$ cat src/rtl/muldiv_unit_if.sv
// Decode-side bundle for the HI/LO multiply/divide unit.
// Decode drives the op request; the unit returns stall, busy and the HI/LO state.
interface muldiv_unit_if;
    logic        start;
    logic [2:0]  op;
    logic [31:0] op_a;
    logic [31:0] op_b;
    logic        rd_hilo_req;
    logic        stall;
    logic        busy;
    logic [31:0] hi;
    logic [31:0] lo;
    logic        div_by_zero;

    modport master (
        output start, op, op_a, op_b, rd_hilo_req,
        input  stall, busy, hi, lo, div_by_zero
    );

    modport slave (
        input  start, op, op_a, op_b, rd_hilo_req,
        output stall, busy, hi, lo, div_by_zero
    );
endinterface

$ cat src/rtl/muldiv_unit.sv
// Iterative shift-add multiplier / restoring divider owning the MIPS HI/LO registers.
// Operands are reduced to magnitudes at accept; signs are reapplied in a single FIXUP cycle.
module muldiv_unit #(
    parameter int BITS_PER_CYCLE = 1
) (
    input logic          clk,
    input logic          rst,
    muldiv_unit_if.slave bus
);
    localparam int ITERS = 32 / BITS_PER_CYCLE;

    typedef enum logic [1:0] {IDLE, MUL, DIV, FIXUP} state_t;

    state_t      state, state_next;
    logic [63:0] prod, mcand, prod_step;
    logic [31:0] mplier, rem, quot, divisor, rem_step, quot_step;
    logic [31:0] hi, lo, mag_a, mag_b;
    logic [32:0] shifted, trial;
    logic [5:0]  count;
    logic        neg_q, neg_r, is_div, dz;
    logic        busy, accept, is_signed, b_zero;

    assign busy      = (state != IDLE);
    assign accept    = bus.start & ~busy;
    assign is_signed = ~bus.op[0];
    assign b_zero    = (bus.op_b == 32'd0);
    assign mag_a     = (is_signed & bus.op_a[31]) ? -bus.op_a : bus.op_a;
    assign mag_b     = (is_signed & bus.op_b[31]) ? -bus.op_b : bus.op_b;

    always_ff @(posedge clk) begin
        if (rst) state <= IDLE;
        else     state <= state_next;
    end

    always_comb begin
        state_next = state;
        case (state)
            IDLE: begin
                if (accept && bus.op[2:1] == 2'b00)
                    state_next = MUL;
                else if (accept && bus.op[2:1] == 2'b01 && !b_zero)
                    state_next = DIV;
            end
            MUL, DIV: if (count == 6'd1) state_next = FIXUP;
            FIXUP:    state_next = IDLE;
            default:  state_next = IDLE;
        endcase
    end

    // One iteration's worth of multiplier bits and quotient bits, unrolled BITS_PER_CYCLE deep.
    always_comb begin
        prod_step = prod;
        rem_step  = rem;
        quot_step = quot;
        shifted   = '0;
        trial     = '0;
        for (int k = 0; k < BITS_PER_CYCLE; k++) begin
            if (mplier[k]) prod_step = prod_step + (mcand << k);
            shifted   = {rem_step, quot_step[31]};
            trial     = shifted - {1'b0, divisor};
            quot_step = {quot_step[30:0], ~trial[32]};
            rem_step  = trial[32] ? shifted[31:0] : trial[31:0];
        end
    end

    always_ff @(posedge clk) begin
        if (rst) begin
            prod    <= '0;
            mcand   <= '0;
            mplier  <= '0;
            rem     <= '0;
            quot    <= '0;
            divisor <= '0;
            hi      <= '0;
            lo      <= '0;
            count   <= '0;
            neg_q   <= 1'b0;
            neg_r   <= 1'b0;
            is_div  <= 1'b0;
            dz      <= 1'b0;
        end else begin
            dz <= 1'b0;
            case (state)
                IDLE: begin
                    if (accept && !bus.op[2]) begin
                        neg_q   <= is_signed & (bus.op_a[31] ^ bus.op_b[31]);
                        neg_r   <= is_signed & bus.op_a[31];
                        count   <= 6'(ITERS);
                        is_div  <= bus.op[1];
                        prod    <= '0;
                        mcand   <= {32'd0, mag_a};
                        mplier  <= mag_b;
                        rem     <= '0;
                        quot    <= mag_a;
                        divisor <= mag_b;
                    end
                    if (accept) begin
                        case (bus.op)
                            3'b010, 3'b011: dz <= b_zero;
                            3'b100:         hi <= bus.op_a;
                            3'b101:         lo <= bus.op_a;
                            default:        ;
                        endcase
                    end
                end
                MUL: begin
                    prod   <= prod_step;
                    mcand  <= mcand << BITS_PER_CYCLE;
                    mplier <= mplier >> BITS_PER_CYCLE;
                    count  <= count - 6'd1;
                end
                DIV: begin
                    rem   <= rem_step;
                    quot  <= quot_step;
                    count <= count - 6'd1;
                end
                FIXUP: begin
                    if (is_div) begin
                        lo <= neg_q ? -quot : quot;
                        hi <= neg_r ? -rem : rem;
                    end else begin
                        {hi, lo} <= neg_q ? -prod : prod;
                    end
                end
                default: ;
            endcase
        end
    end

    assign bus.stall       = busy & (bus.start | bus.rd_hilo_req);
    assign bus.busy        = busy;
    assign bus.hi          = hi;
    assign bus.lo          = lo;
    assign bus.div_by_zero = dz;
endmodule

$ cat src/flat_wrapper.sv
// flat-port wrapper written by rule: the top's interface ports become plain ports
module muldiv_unit_flat 
#(
    parameter int BITS_PER_CYCLE = 1
)
  (clk, rst, bus_start, bus_op, bus_op_a, bus_op_b, bus_rd_hilo_req, bus_stall, bus_busy, bus_hi, bus_lo, bus_div_by_zero);
  muldiv_unit_if bus_i ();
  input logic clk;
  input logic rst;
  input wire logic [$bits(bus_i.start)-1:0] bus_start;
  input wire logic [$bits(bus_i.op)-1:0] bus_op;
  input wire logic [$bits(bus_i.op_a)-1:0] bus_op_a;
  input wire logic [$bits(bus_i.op_b)-1:0] bus_op_b;
  input wire logic [$bits(bus_i.rd_hilo_req)-1:0] bus_rd_hilo_req;
  output wire logic [$bits(bus_i.stall)-1:0] bus_stall;
  output wire logic [$bits(bus_i.busy)-1:0] bus_busy;
  output wire logic [$bits(bus_i.hi)-1:0] bus_hi;
  output wire logic [$bits(bus_i.lo)-1:0] bus_lo;
  output wire logic [$bits(bus_i.div_by_zero)-1:0] bus_div_by_zero;
  assign bus_i.start = bus_start;
  assign bus_i.op = bus_op;
  assign bus_i.op_a = bus_op_a;
  assign bus_i.op_b = bus_op_b;
  assign bus_i.rd_hilo_req = bus_rd_hilo_req;
  assign bus_stall = bus_i.stall;
  assign bus_busy = bus_i.busy;
  assign bus_hi = bus_i.hi;
  assign bus_lo = bus_i.lo;
  assign bus_div_by_zero = bus_i.div_by_zero;
  muldiv_unit #(.BITS_PER_CYCLE(BITS_PER_CYCLE)) u_core (.clk(clk), .rst(rst), .bus(bus_i));
endmodule
$ cat config.mk
export PLATFORM = sky130hd
export DESIGN_NAME = muldiv_unit_flat
export DESIGN_NICKNAME = d
export VERILOG_FILES = /design/src/rtl/muldiv_unit_if.sv /design/src/rtl/muldiv_unit.sv /design/src/flat_wrapper.sv
export SDC_FILE = /design/constraint.sdc
export NUM_CORES = 1
export LEC_CHECK = 0
export ABC_AREA = 1
export CAP_MARGIN = 20
export CORE_MARGIN = 5
export CORE_UTILIZATION = 40
export CTS_BUF_LIST = sky130_fd_sc_hd__clkbuf_16
export DETAILED_ROUTE_END_ITERATION = 16
export GPL_ROUTABILITY_DRIVEN = 0
export PLACE_DENSITY_LB_ADDON = 0.25
export SLEW_MARGIN = 40
export SYNTH_ARGS = -nofsm -noshare
export SYNTH_HDL_FRONTEND = slang
export SYNTH_SLANG_ARGS = --single-unit
export TNS_END_PERCENT = 100
$ cat constraint.sdc
create_clock -name clk -period 2.4 [get_ports clk]
set_input_delay 0.36 -clock clk [delete_from_list [all_inputs] [get_ports clk]]
set_output_delay 0.36 -clock clk [all_outputs]
set_load 0.01 [all_outputs]
==> results.cfg <==
[run_status]
status = completed

[floorplan]
num_rows = 98
initial_core_util = 0.403
coreArea_um2 = 71200
io-pin-count = 138
die_x_um = 278
dieArea_um2 = 77100
die_h_um = 278

[clock_network]
root_buffer = clkbuf_16
cts_sinks = 332
cts_buffer_depth = 3
cts_buffers = 42
h-tree-depth = 2
ctsHoldBuffers = 0
cts_tree = yes
cts.clk_slew.worst_paths_ps = 60
clock_latency_ps = 630

[worst_setup_path]
cp_slowest_cell = ha_1
crit_buf_inv = 3
critPathMaxFanout = 5
start_kind = flip-flop
endpoint_kind = flip-flop
ff2ff_path_depth = 14
r2r_end = u_core.prod[56]$_SDFFE_PP0P_
cpMostUsedCell = nand2_1
arrival_ps = 2810
rrSetupSlack_ps = 40
path_delay_family = simple AND/OR/NAND/NOR gates
required_ps = 2850
crit_type = reg -> reg
reg2reg_from = u_core.mcand[29]$_SDFFE_PP0P_
path_cells = buf_12, ha_1, nand2_1, nor2_1, inv_1, nor2_1, buf_4, nand2_1, nor3_1, nand2_1, nand3_1, nand2_1, nand3_1, a21oi_1
worst_path_largest_cell_delay_ps = 370

[drt]
first_iter_violations = 3565
via_count = 33800
drtPass1Iterations = 6
wl_per_cell_um = 18.2
avgViaCountPerCell = 5.28
ant_nets = 0
finalWirelength_um = 116000
drc_errors = 0

[global_route]
grt_first_pass_wirelength_um = 176000
grt_use_total = 0.286
grt_use_met2 = 0.461
grt_use_met1 = 0.375
grt_max_degree = 169
grt_busiest_layer = met2
use_met3 = 0.0439
antenna_found_initial = 3
overflow = 0
first_global_vias = 30700

[timing]
hold_viol = 0
final-max-slew-violation-count = 0
worst_hold_slack_ps = 105
rsz0062_at_grt = true
finalCritPeriodShare = 0.983
finalSetupViolCount = 0
fmax_mhz = 424
finalClockSkew_ps = 59.7
setup_ws_ps = 40.9
fin_setup_tns_ps = 0
slew_headroom = 0.543
tightest_slew_ps = 685
post-route-min-period_ps = 2360

[final_layout]
nets = 5596
fillerInstances = 7548
syn_to_final_growth_pct = 20.8
seqCellArea_um2 = 6670
instances_no_fill = 6402
drive_gt1_frac = 0.101
multi_input_area_um2 = 18900

[worst_hold_path]
hold-path-endpoint = u_core.state[1]$_SDFFE_PP0P_
hp-start = rst
min_path_type = in -> reg
hold_depth = 4

[placement]
dpl_worst_slack_ps = -149
portBuffers = 137
dp_hpwl_um = 92600
dp.cells = 6316

[yosys]
ys_seq_elements = 332
synth_top_area_cell = dfxtp_1
synthesis.nets = 5329
ys.flop_type = dfxtp_1
synth.top_cell.area_share = 0.232
netlist_instances = 5150
yosysSeqAreaShare = 0.232
syn-cell-area_um2 = 28700
synth.distinct_cells = 48
yosysMostFrequentCell = nand2_1
async_reset_ff_frac = 0
synth_warnings = 0
synth_edf_count = 0
synth_commonest_cells = 1681 x nand2_1, 733 x inv_1, 512 x nor2_1
avgSynthCellArea_um2 = 5.57
yosys-top-cells-area = dfxtp_1 23%, nand2_1 22%, inv_1 9.6%

[run]
maxCapViolations = 0

[power]
p_leak_nw = 17.7
switchingPower_w = 0.0119
p_sw_frac = 0.454
ir_drop_mv = 0.549
intPower_w = 0.0143
total_power_w = 0.0261
pwr-share-comb = 0.470
power_density_nw_per_um2 = 755
power_frac_clock = 0.246
seqPwrFrac = 0.284
-- power groups by stage --
stage                     Combinational [W]  Clock [W]  Sequential (W)
after floorplan                     0.00744          0         0.00701
after global placement               0.0118          0         0.00743
after detailed placement             0.0118          0         0.00742
after CTS                            0.0119    0.00651         0.00732
after global routing                 0.0134    0.00672         0.00744
final                                0.0123    0.00642         0.00742
-- layer usage --
| layer | routed length [um] | share of wire |
|---|---|---|
| met5 | 23 | 0.00020 |
| met4 | 6690 | 0.057 |
| met3 | 9980 | 0.086 |
| met2 | 51400 | 0.44 |
| met1 | 48300 | 0.42 |
-- worst max path at each step --
| stage | from | cells past startpoint | endpoint | slack (ps) |
|---|---|---|---|---|
| 2_1_floorplan | u_core.quot[31]$_SDFFE_PP0P_ | 18 | u_core.rem[10]$_SDFFE_PP0P_ | 140 |
| 3_3_place_gp | bus_op_a[0] | 12 | u_core.quot[16]$_SDFFE_PP0P_ | -130 |
| 3_5_place_dp | bus_op_a[0] | 12 | u_core.quot[16]$_SDFFE_PP0P_ | -150 |
| 4_1_cts | u_core.rem[0]$_SDFFE_PP0P_ | 14 | u_core.bus.hi[26]$_SDFFE_PP0P_ | 5 |
| 5_1_grt | u_core.mcand[29]$_SDFFE_PP0P_ | 14 | u_core.prod[30]$_SDFFE_PP0P_ | -60 |
| 6_report | u_core.mcand[29]$_SDFFE_PP0P_ | 14 | u_core.prod[56]$_SDFFE_PP0P_ | 40 |
-- layout make-up --
type	instances	share of cell area
clock inverter	36	0.00914
antenna	1	0.0000722
inverter	751	0.0815
sequential	332	0.193
tap	950	0.0343
clock buffer	42	0.0303
multi-input combinational	3893	0.545
timing repair buffer	397	0.107
-- cell families (layout without fill, tap and decap cells) --
family                   count (synthesis)  count (layout)  share of synthesized area
AND/OR/NAND/NOR                       2884            2884                      0.423
buffers and inverters                  925            1226                      0.125
AO/OA/AOI/OAI                          847             847                      0.157
flip-flops                             332             332                      0.232
adder cells (fa/ha/maj)                108             108                     0.0476
XOR/XNOR                                54              54                     0.0165
other                                    0               1                          0
-- stage by stage --
stage / util / area [um^2]
2_1_floorplan: - / 28700
3_3_place_gp: 0.460 / 32800
3_5_place_dp: 0.460 / 32800
4_1_cts: 0.479 / 34100
5_1_grt: 0.486 / 34600
6_report: 0.486 / 34600
-- registers in the layout (all words and copies together) (netlist names), 2 cells and up --
name	cells
u_core.state	2
u_core.count	6
u_core.mplier	32
u_core.bus.hi	32
u_core.rem	32
u_core.mcand	64
u_core.prod	64
u_core.quot	32
u_core.bus.lo	32
u_core.divisor	32
-- worst reg2reg max path, delay by kind of cell (launching register included) --
family / cells / cell delay (ps)
AO/OA/AOI/OAI: 1 / 90
adder cells (fa/ha/maj): 1 / 370
buffers and inverters: 3 / 390
flip-flops: 1 / 330
AND/OR/NAND/NOR: 9 / 1030
-- placed cells by master, fill, tap and decap left out, types with 22 or more instances in the layout --
cell	count
dfxtp_2	22
nand4_1	46
nand2_1	1667
buf_12	27
dfxtp_1	310
a21oi_1	483
or2_2	27
o211ai_1	22
o21ai_0	266
buf_4	225
clkdlybuf4s50_1	135
nor2_1	490
nand2_2	34
nor3_1	52
nor2_2	27
inv_1	733
nand3_1	444
xor2_1	41
ha_1	84
nand3b_1	35
clkbuf_16	42
inv_2	22
-- timing repair --
action                                  4_1_cts  5_1_grt
pin swaps                                     0        9
endpoints found under the setup margin       22       80
buffers inserted                              0        6
gates resized for setup                       8      113
(Power assumes the default switching activity.)
